### src/rtl/alu_ctrl.sv
// rtl/alu_ctrl.sv - RV32 R/I-type ALU decode stage with a one-entry output register.
// Decodes fields into an ALU op and operand pair, flags illegal encodings, counts issued ops.
module alu_ctrl (
    input  logic        clk,
    input  logic        rst,
    input  logic        in_valid,
    output logic        in_ready,
    input  logic [6:0]  opcode,
    input  logic [2:0]  funct3,
    input  logic [6:0]  funct7,
    input  logic [31:0] rs1_data,
    input  logic [31:0] rs2_data,
    input  logic [31:0] imm,
    output logic        out_valid,
    input  logic        out_ready,
    output logic [2:0]  alu_op,
    output logic [31:0] a,
    output logic [31:0] b,
    output logic        illegal,
    output logic [15:0] issue_count
);

    localparam logic [6:0] OPC_R     = 7'b0110011;
    localparam logic [6:0] OPC_I     = 7'b0010011;
    localparam logic [6:0] F7_ZERO   = 7'b0000000;
    localparam logic [6:0] F7_ALT    = 7'b0100000;

    localparam logic [2:0] OP_ADD = 3'b000;
    localparam logic [2:0] OP_SUB = 3'b001;
    localparam logic [2:0] OP_SLL = 3'b010;
    localparam logic [2:0] OP_AND = 3'b011;
    localparam logic [2:0] OP_OR  = 3'b100;
    localparam logic [2:0] OP_XOR = 3'b101;
    localparam logic [2:0] OP_SRA = 3'b110;
    localparam logic [2:0] OP_SRL = 3'b111;

    typedef enum logic {EMPTY, FULL} state_e;

    state_e      state_q;
    logic [2:0]  alu_op_q;
    logic [31:0] a_q;
    logic [31:0] b_q;
    logic        illegal_q;
    logic [15:0] count_q;
    logic [15:0] count_d;

    logic        is_r;
    logic        is_i;
    logic        f7_zero;
    logic        f7_alt;
    logic        dec_legal;
    logic [2:0]  dec_op;
    logic [31:0] dec_b;
    logic        accept;
    logic        consume;

    assign out_valid   = (state_q == FULL);
    assign in_ready    = !out_valid || out_ready;
    assign accept      = in_valid && in_ready;
    assign consume     = out_valid && out_ready;
    assign alu_op      = alu_op_q;
    assign a           = a_q;
    assign b           = b_q;
    assign illegal     = illegal_q;
    assign issue_count = count_q;

    assign is_r    = (opcode == OPC_R);
    assign is_i    = (opcode == OPC_I);
    assign f7_zero = (funct7 == F7_ZERO);
    assign f7_alt  = (funct7 == F7_ALT);

    // For I-type non-shift ops funct7 is just imm[11:5], so it is not constrained.
    always_comb begin
        dec_legal = 1'b0;
        dec_op    = OP_ADD;
        dec_b     = is_r ? rs2_data : imm;
        if (is_r || is_i) begin
            case (funct3)
                3'b000: begin
                    dec_legal = is_i || f7_zero || f7_alt;
                    dec_op    = (is_r && f7_alt) ? OP_SUB : OP_ADD;
                end
                3'b001: begin
                    dec_legal = f7_zero;
                    dec_op    = OP_SLL;
                    if (is_i) dec_b = {27'b0, imm[4:0]};
                end
                3'b100: begin
                    dec_legal = is_i || f7_zero;
                    dec_op    = OP_XOR;
                end
                3'b101: begin
                    dec_legal = f7_zero || f7_alt;
                    dec_op    = f7_alt ? OP_SRA : OP_SRL;
                    if (is_i) dec_b = {27'b0, imm[4:0]};
                end
                3'b110: begin
                    dec_legal = is_i || f7_zero;
                    dec_op    = OP_OR;
                end
                3'b111: begin
                    dec_legal = is_i || f7_zero;
                    dec_op    = OP_AND;
                end
                default: dec_legal = 1'b0;
            endcase
        end
    end

    assign count_d = (consume && (count_q != 16'hFFFF)) ? count_q + 16'd1 : count_q;

    always_ff @(posedge clk) begin
        if (rst) begin
            state_q   <= EMPTY;
            alu_op_q  <= OP_ADD;
            a_q       <= 32'd0;
            b_q       <= 32'd0;
            illegal_q <= 1'b0;
            count_q   <= 16'd0;
        end else begin
            illegal_q <= accept && !dec_legal;
            count_q   <= count_d;
            // A legal accept always (re)loads; otherwise a consume drains to EMPTY.
            case (state_q)
                EMPTY: begin
                    if (accept && dec_legal) begin
                        state_q  <= FULL;
                        alu_op_q <= dec_op;
                        a_q      <= rs1_data;
                        b_q      <= dec_b;
                    end
                end
                FULL: begin
                    if (out_ready) begin
                        if (accept && dec_legal) begin
                            alu_op_q <= dec_op;
                            a_q      <= rs1_data;
                            b_q      <= dec_b;
                        end else begin
                            state_q <= EMPTY;
                        end
                    end
                end
                default: state_q <= EMPTY;
            endcase
        end
    end

endmodule

### config.mk
export PLATFORM = sky130hd
export DESIGN_NAME = alu_ctrl
export DESIGN_NICKNAME = d
export VERILOG_FILES = /design/src/rtl/alu_ctrl.sv
export SDC_FILE = /design/constraint.sdc
export NUM_CORES = 1
export LEC_CHECK = 0
export CORE_MARGIN = 2
export CORE_UTILIZATION = 41
export DETAILED_ROUTE_END_ITERATION = 7
export GPL_TIMING_DRIVEN = 0
export PLACE_DENSITY = 0.92
export SYNTH_ARGS = -nofsm -noshare
export SYNTH_HDL_FRONTEND = slang
export SYNTH_SLANG_ARGS = --single-unit
### constraint.sdc
create_clock -name clk -period 2.2 [get_ports clk]
set_input_delay 0.22 -clock clk [delete_from_list [all_inputs] [get_ports clk]]
set_output_delay 0.22 -clock clk [all_outputs]
set_load 0.03 [all_outputs]
==> key figures, run 1 <==
Run status
  • Status: completed

Drt
  • 1st-pass router iterations: 4
  • Detailed Route WL: around 13000 um
  • Iter 0 DRT Violations: about 130
  • Total number of vias: between 4000 and 5000
  • Vias per inst: 5.093
  • DR WL/cell: between 15 and 20 um
  • Number of routed nets with antenna violations: 0
  • # DRC: 0

Synth
  • Post-synth cell types: 39
  • Yosys top cell area share: 0.4065
  • Count of flip-flops with a built-in enable after synthesis: 0
  • Syn_nets: about 560
  • Synth top area cells: dfxtp_1, nand2b_1, mux2i_1
  • Sequential element share of the synthesized area: 0.4065
  • Synthesis Warnings: 0
  • Gate Count Post-Synth: ~450
  • Register bit total from synthesis: 85
  • Dominant synthesized flop cell: dfxtp_1
  • Mapped Avg Cell Area: approximately 9.4 um2
  • Cell taking the most area after synthesis: dfxtp_1
  • Synth async-reset ratio: 0
  • Synth Cell Area: approximately 4200 um2

Critical path
  • Worst Setup SP: funct7[1]
  • Worst Setup Start Kind: primary input
  • Critical path type: in -> reg
  • CP endpoint kind: flop
  • RR Startpoint: out_valid
  • Depth of the most critical reg-to-reg path: 6
  • R2R setup slack: around 260 ps
  • Critical Path AT: 2330 ps
  • Crit-path max cell delay: ~450 ps
  • CP Cell Sequence: clkdlybuf4s50_1 -> nor4_4 -> nand2_2 -> o32ai_2 -> a31oi_2 -> buf_2 -> mux2_2
  • FF-to-FF End: b[0]
  • Crit Path Max Fanout: 10
  • Critical Path RT: between 2000 and 2500 ps
  • Slowest CP cell: clkdlybuf4s50_1

GRT
  • Largest net degree at the start of global routing: 14
  • Gr usage total: 0.2311
  • Vias in the first global route: between 4000 and 5000
  • Global-route wire length before repair: 20520 um
  • Congestion Overflow GR: 0
  • Initial antenna violation count: 0

Layout
  • Commonest non-fill, non-tap cell in the layout: clkdlybuf4s50_1
  • Layout area overhead: 56.81%
  • Fin nets: roughly 780
  • Share of cells above drive strength 1: 0.08308
  • Most frequent cells in the layout: clkdlybuf4s50_1, dfxtp_1, nand2b_1, nor2_1, mux2i_1
  • Antenna cells: 0

Clock network
  • Worst-path clk slew: approximately 90 ps
  • Clk sink count: 85
  • Number of buffers created by CTS: 9
  • Clock Tree Root: clkbuf_8
  • CTS Hold Buffers Added: 0
  • Worst-Skew Late Latency: around 350 ps
  • CTS tree: built
  • Max clock buf depth: 2
  • H-tree Lvls: 3

Timing
  • Tcrit/Tclk final: 0.9490
  • Worst Max-Slew Pin Slew: around 550 ps
  • Final hold slack: ~440 ps
  • Final hold vios: 0
  • Final Skew: 6.966 ps
  • Pins over their slew limit: 0
  • Clock period minus worst slack: approximately 2100 ps
  • RSZ-0062 raised after global routing: false
  • Setup-failing EPs final: 0
  • Worst slew margin relative to its limit: 0.6366
  • Setup TNS: 0 ps
  • Achievable Freq: around 480 MHz

Floorplanning
  • Core Box Area: 9864 um2
  • Row Count: 36
  • I/O pins: 203
  • Die Width: between 100 and 150 um
  • Initial core utilization: 0.4244
  • Die H: about 110 um
  • Die area: around 11000 um2

Pwr
  • Pwr per Cell Area: approximately 450 nW/um2
  • Highest ir drop seen on vdd: between 0.0003 and 0.0004 V
  • Lkg Pwr: between 2 and 3 nW
  • Tot Pwr: just under 3 mW

Place
  • DP HPWL: a little under 10000 um
  • GP Congestion: between 0.8 and 0.9
  • Buffers on Ports: about 200

Min path
  • Endpoint, Worst Hold: a[0]
  • Hold Crit Depth: 3
  • Hold Crit Class: in -> reg
  • Hold path start: rs1_data[0]

Run
  • # Max-Cap Violations: 0
==> worst max path at each step <==
stage	to	cells after the start
2_1_floorplan	alu_op[0]	6
4_1_cts	b[3]	8
3_5_place_dp	b[22]	7
5_1_grt	a[22]	8
3_3_place_gp	alu_op[0]	7
6_report	b[0]	7
==> cell families after synthesis <==
kind of cell,Yosys count,synth area share
XOR/XNOR,14,0.02929
multiplexers,73,0.1847
AND/OR/NAND/NOR,194,0.2609
flip-flops,85,0.4065
adder cells (fa/ha/maj),1,0.002988
buffers and inverters,32,0.03467
AO/OA/AOI/OAI,46,0.08099
==> per-layer routing <==
| layer | global-route usage | vias up | wire, um |
|---|---|---|---|
| met5 | 0 | - | 0 |
| met4 | 0.09238 | 0 | 302 |
| met3 | 0.04991 | 22 | 778 |
| met2 | 0.4281 | 162 | 6625 |
| met1 | 0.2541 | 1914 | 4943 |
| li1 | - | 1951 | - |
==> power breakdown <==
part | switching (mW) | total [mW] | internal (mW) | leakage, nW
combinational | 0.127 | 0.367 | 0.241 | 1.94
sequential | 0.000584 | 1.54 | 1.54 | 0.684
clock | 0.550 | 1.06 | 0.513 | 0.0919
==> worst max-delay path, delay by kind of cell <==
kind | cells | cell delay [ps]
buf+inv | 2 | 730
compound gates | 2 | 580
simple gates | 2 | 500
mux | 1 | 300
==> cells in the mapped netlist, types with 5 or more instances <==
| cell type | number |
|---|---|
| nand2_1 | 8 |
| nand4_1 | 5 |
| nand2b_1 | 68 |
| mux2i_1 | 39 |
| clkbuf_1 | 18 |
| buf_2 | 5 |
| dfxtp_1 | 85 |
| mux2_2 | 26 |
| buf_1 | 5 |
| and3_1 | 5 |
| nor2_1 | 52 |
| nand3_1 | 5 |
| mux2_1 | 8 |
| xor2_1 | 14 |
| nor2b_1 | 37 |
| a22oi_1 | 27 |
==> timing repair <==
action	4_1_cts	5_1_grt
buffers inserted	2	0
pin swaps	1	0
resized for setup	1	1
endpoints found under the setup margin	25	3
==> metrics by stage <==
step	instance area, um2	setup WS (ps)	util	cells
finish	6565	112.2	0.6655	795
global route	6565	12.79	0.6655	795
CTS	6566	61.69	0.6657	796
detailed placement	6365	-482.0	0.6452	779
global placement	6365	-449.1	0.6452	779
floorplan	4187	142.9	-	445
==> flip-flops by register name, indices dropped and copies added (netlist names) <==
signal and count:
a 32, alu_op 3, b 32, illegal 1, issue_count 16, out_valid 1
==> cell type report <==
class | count | area, um2
Inverter | 1 | 3.754
Sequential cell | 85 | 1702
Multi-Input combinational cell | 328 | 2346
Fill cell | 799 | 3299
Timing Repair Buffer | 203 | 2027
Tap cell | 133 | 166.4
Clock inverter | 5 | 52.55
Buffer | 30 | 140.1
Clock buffer | 10 | 127.6
Power figures use the tool's default switching activity.
==> inputs of run 2 (changes only) <==
--- a/config.mk
+++ b/config.mk
@@ -10,6 +10,7 @@
 export DETAILED_ROUTE_END_ITERATION = 7
 export GPL_TIMING_DRIVEN = 0
 export PLACE_DENSITY = 0.92
+export SLEW_MARGIN = 10
 export SYNTH_ARGS = -nofsm -noshare
 export SYNTH_HDL_FRONTEND = slang
 export SYNTH_SLANG_ARGS = --single-unit
==> results of run 2 <==
No change in the layout: final DEF, timing and power equal those of run 1.
==> variant 1 (settings of run 1) <==
Reset style: asynchronous (`rst`), changed in one clocked block.
--- a/src/rtl/alu_ctrl.sv
+++ b/src/rtl/alu_ctrl.sv
@@ -111,3 +111,3 @@
 
-    always_ff @(posedge clk) begin
+    always_ff @(posedge clk or posedge rst) begin
         if (rst) begin
Formal check against the unedited RTL: differs if rst is asserted again (counterexample within 4 cycles, from zero or initial values and one cycle with rst high); with rst held inactive, the same outputs for 4 cycles.
==> variant 1 against run 1 <==
Worst setup slack worse by 0.072 ns. Wire length down 14%. Sequential cell count unchanged. Power up 16%. Area after synthesis down 6.2%. Count of clock-buffer cells in the layout unchanged. Cell area down 2.8%. Non-clock buffer count down 17.
==> variant 1: results (changes against run 1) <==
| Metric | Value |
|---|---|
| Vias post-DR | 3156 (-22%) |
| Synth warn | 0 (unchanged) |
| N_diodes | 0 (unchanged) |
| IO Port Bufs | 202 (+0.50%) |
| Worst Max-Slew Pin Slew | 0.487 ns (-0.0583 ns) |
| CP delay by family, top | simple AND/OR/NAND/NOR gates |
| Post-cts gate resize count | 3 (+2) |
| Commonest cells in the netlist | dfrtp_1, mux2_2, mux2_4 |
| Cts hold-fix bufs | 0 (unchanged) |
| Multi-input gate area | 0.00171 mm^2 (-27%) |
| DR WL met3 | 1020 um (+30%) |
| Sequential Power Share | 47.6% (-4.2 points) |
| Synth top area cells | dfrtp_1, mux2_2, mux2_4 |
| Clock Skew | 0.00987 ns (+0.00290 ns) |
| Inverters | 4 (+3) |
| Postcts setup bufs | 0 (-2) |
| FILL cells | 689 (-14%) |
| Multi-input gates | 180 (-45%) |
| Total combinational power | 0.000573 W (+56%) |
| Sequential cell count | 85 (unchanged) |
| Met3 Use GR | 7.66% (+2.7 points) |
| Gp weighted congestion | 0.838 (-1.0%) |
| Sequential cell area | 0.00213 mm^2 (+25%) |
| Largest net degree at the start of global routing | 44 (+30) |
| First-pass GRT wire length | 16700 um (-19%) |
| Leakage power | 2.97 nW (+9.3%) |
| Crit path DAT | 2.39 ns (+0.06 ns) |
| Vias in the first global route | 3333 (-22%) |
| Synth cell types | 35 (-10%) |
| Slowest library cell on the worst path | clkdlybuf4s50_1 |
| Clock network area share | 3.49% (+0.75 points) |
| CTS Buf Count | 9 (unchanged) |
| Post-DP HPWL | 8540 um (-13%) |
| Post-synth ARST share | 100% (+100 points) |
| H-tree depth | 3 (unchanged) |
| Grt met1 use | 23.7% (-1.7 points) |
| Data buffer area share | 33.6% (+0.57 points) |
| Clk Latency, worst-skew pair | 0.34 ns |
| Outcome | completed |
| 1st-iter DRT viols | 53 (-59%) |
| Share of cells above drive strength 1 | 22.4% (+14 points) |
| Sw frac | 23.6% (+0.84 points) |
| Met2 WL post-DR | 5650 um (-15%) |
| Worst vdd ir | 0.000415 V (+23%) |
| Worst Hold Class | in -> async |
| Fmax | 0.463 GHz (-3.4%) |
| Maximum root-to-sink buffer count | 2 (unchanged) |
| DR top layer | met4 |
| Gr usage total | 20.8% (-2.3 points) |
| Post-route total power | 0.00343 W (+16%) |
| Fin nets | 614 (-21%) |
| GR Util met2 | 37.2% (-5.6 points) |
| Non-CTS buffers | 216 (-7.3%) |
| Sequential area share after synthesis | 54.2% (+14 points) |
| Mapped Nets | 401 (-29%) |
| Clk_buf instances | 10 (unchanged) |
| CP peak stage delay | 0.46 ns |
| Drt total wl | 10900 um (-14%) |
| Metal-1 WL | 4160 um (-16%) |
==> variant 1: path summary, 6_finish.rpt <==
path,from,end,slack [ns],cells after the start
setup / recovery,opcode[0],b[0],0.04,6
hold / removal,rst,a[24],0.27,3
hold reg to reg,issue_count[7],issue_count[7],0.50,1
min in group clk,rs1_data[3],a[3],0.49,2
setup reg to reg,issue_count[0],issue_count[1],0.16,5
max in group asynchronous,rst,b[8],1.41,4
==> variant 1: metrics by stage <==
step	instance area, um^2	std cells	TNS, ns	setup WS, ns
CTS	6380	630	0	0.00921
global placement	6110	614	-18.37	-0.601
floorplan	3930	283	0	0.106
global route	6380	629	0	0.00855
detailed placement	6150	616	-24.46	-0.707
finish	6380	629	0	0.0397
==> variant 1: kinds of logic (layout without fill, tap and decap cells) <==
logic type,Yosys count,count (layout),share of synthesized area [%]
compound gates,39,39,8.09
xor+xnor,12,12,2.68
fa+ha+maj,1,1,0.319
mux,77,77,24.9
buf+inv,18,235,2.61
flops,85,85,54.2
simple gates,51,51,7.20
==> variant 2 (flow settings as in run 1) <==
Made on the original files. Register the output `issue_count` once more, without a reset; this adds one clock of latency there. The other outputs are not delayed to match.
--- a/src/rtl/alu_ctrl.sv
+++ b/src/rtl/alu_ctrl.sv
@@ -64,3 +64,5 @@
     assign illegal     = illegal_q;
-    assign issue_count = count_q;
+    always_ff @(posedge clk) begin
+        issue_count <= count_q;
+    end
 
Function: changed (Yosys sat finds a counterexample within 4 cycles, from zero or initial values and one cycle with rst high).
==> variant 2 against run 1 <==
Core utilization hardly changed. Critical path type unchanged. Largest power group unchanged. Combinational power is 3% higher. Fmax is 0.15% lower. Worst hold slack lost 0.13 ns. Sequential power grew 19%. Clock power increased by 11%. Worst setup slack worse by 0.0031 ns. Register-to-register slack lost 0.06 ns. Power up 14%. Area after synthesis shrank 3.6%. Wire length is 1.5% higher. Sequential cell count rose by 16. Cell area down 1.9%.
==> variant 2: results (changes against run 1) <==
| Metric | Value |
|---|---|
| Worst-path fanout max | 10 (unchanged) |
| Post-placement cell count | 776 (-0.39%) |
| Post-synth ARST share | 0% (unchanged) |
| Gr usage total | 23.4% (+0.25 points) |
| Layout area overhead | 59.6% |
| FILL cells | 777 (-2.8%) |
| Maximum root-to-sink buffer count | 2 (unchanged) |
| Non-CTS buffers | 245 (+5.2%) |
| Multi-input gate area | 0.00178 mm^2 (-24%) |
| Met2 WL post-DR | 6530 um (-1.4%) |
| 1st-iter DRT viols | 152 (+18%) |
| DR top layer | met4 |
| Post-Synthesis Cells | 442 (-0.67%) |
| Share of cells above drive strength 1 | 7.12% (-1.2 points) |
| Seq cells post-synth | 101 (+19%) |
| DP Area | 0.00622 mm^2 (-2.3%) |
| DR WL met3 | 887 um (+14%) |
| Vias post-DR | 4215 (+4.1%) |
| Clock Skew | 0.00909 ns (+0.00212 ns) |
| Data buffer area share | 35.0% (+2.0 points) |
| Commonest cells in the netlist | dfxtp_1, a21oi_1, nand3_1 |
| Mapped Nets | 560 (-0.53%) |
| Initial antenna violation count | 0 (unchanged) |
| Clock Root Buffer | clkbuf_8 |
| Gp weighted congestion | 0.803 (-5.1%) |
| Outcome | completed |
| Clock slew at reported path FFs | 0.11 ns (+0.02 ns) |
| Multi-input gates | 293 (-11%) |
| Setup WS pre-CTS | -0.321 ns (+0.161 ns) |
| Metal-1 WL | 5180 um (+4.8%) |
| WL/cell | 16.2 um (+1.8%) |
| Leakage power | 2.15 nW (-21%) |
| First-pass GRT wire length | 19500 um (-5.1%) |
| Synth cell types | 41 (+5.1%) |
| Vias per std cell | 5.32 (+4.4%) |
| Post-cts gate resize count | 0 (-1) |
| Worst vdd ir | 0.000443 V (+31%) |
| Post-DP HPWL | 9870 um (about the same) |
| Seq/total area | 31.4% (+5.5 points) |
| Synth top area cells | dfxtp_1, a21oi_1, a211oi_1 |
| Worst r2r path cells | 7 (+1) |
| Postcts setup bufs | 0 (-2) |
| Pint | 0.00252 W (+9.8%) |
| Clock network area share | 3.15% (+0.40 points) |
| Synth warn | 0 (unchanged) |
| Worst Max-Slew Pin Slew | 0.600 ns (+0.0547 ns) |
| Drt pass-1 iters | 4 (unchanged) |
| CTS Buf Count | 9 (unchanged) |
| Inverters | 5 (+4) |
| Fin nets | 773 (-0.39%) |
| Largest net degree at the start of global routing | 21 (+7) |
| Vias in the first global route | 4093 (-4.7%) |
| Die Footprint | 0.0107 mm^2 (-3.4%) |
| Sequential area share after synthesis | 50.1% (+9.4 points) |
## variant 2: changes by cell type in the layout (fill, tap and decap cells not counted), moves of 26 or more
cell and change:
nand3_1 +35, mux2_2 -26, o21ai_0 +31, mux2i_1 -34, nor2b_1 -36, a21oi_1 +67, nor2_1 -35, a211oi_1 +33
nand2b_1 -66
## variant 2: path summary, 6_finish.rpt
path	startpoint	to	slack (ns)
worst min register to register	count_q[1]	issue_count[1]	0.40
worst max register to register	count_q[0]	count_q[0]	0.20
worst max-delay path	opcode[3]	b[15]	0.11
worst min-delay path	rst	alu_op[2]	0.31
## variant 2: worst max-delay path: stages
cell and delay [ns]:
clkdlybuf4s50_1 0.47, nor4b_4 0.33, nand3_2 0.19, or3_1 0.37, buf_2 0.17, nor2_4 0.26, buf_4 0.23, a211oi_1 0.09
## variant 2: kinds of logic (layout without fill, tap and decap cells)
logic type | Yosys count | after routing | synth area share, %
simple gates | 99 | 99 | 13.6
buf+inv | 48 | 266 | 6.20
mux | 5 | 5 | 1.24
xor+xnor | 12 | 12 | 2.60
compound gates | 176 | 176 | 26.0
fa+ha+maj | 1 | 1 | 0.310
flops | 101 | 101 | 50.1
## variant 2: layer usage
| layer | track usage, % | up-vias |
|---|---|---|
| met2 | 41.3 | 164 |
| met1 | 27.8 | 1977 |
| met3 | 6.12 | 16 |
| li1 | - | 2058 |
| met4 | 7.29 | 0 |
| met5 | 0 | - |
## variant 2: power by group through the flow
| stage | clock (W) | sequential (W) | combinational [W] |
|---|---|---|---|
| floorplan | 0 | 0.00188 | 0.000111 |
| global placement | 0 | 0.00187 | 0.000365 |
| detailed placement | 0 | 0.00187 | 0.000373 |
| CTS | 0.00119 | 0.00183 | 0.000375 |
| global route | 0.00127 | 0.00183 | 0.000403 |
| finish | 0.00118 | 0.00183 | 0.000377 |
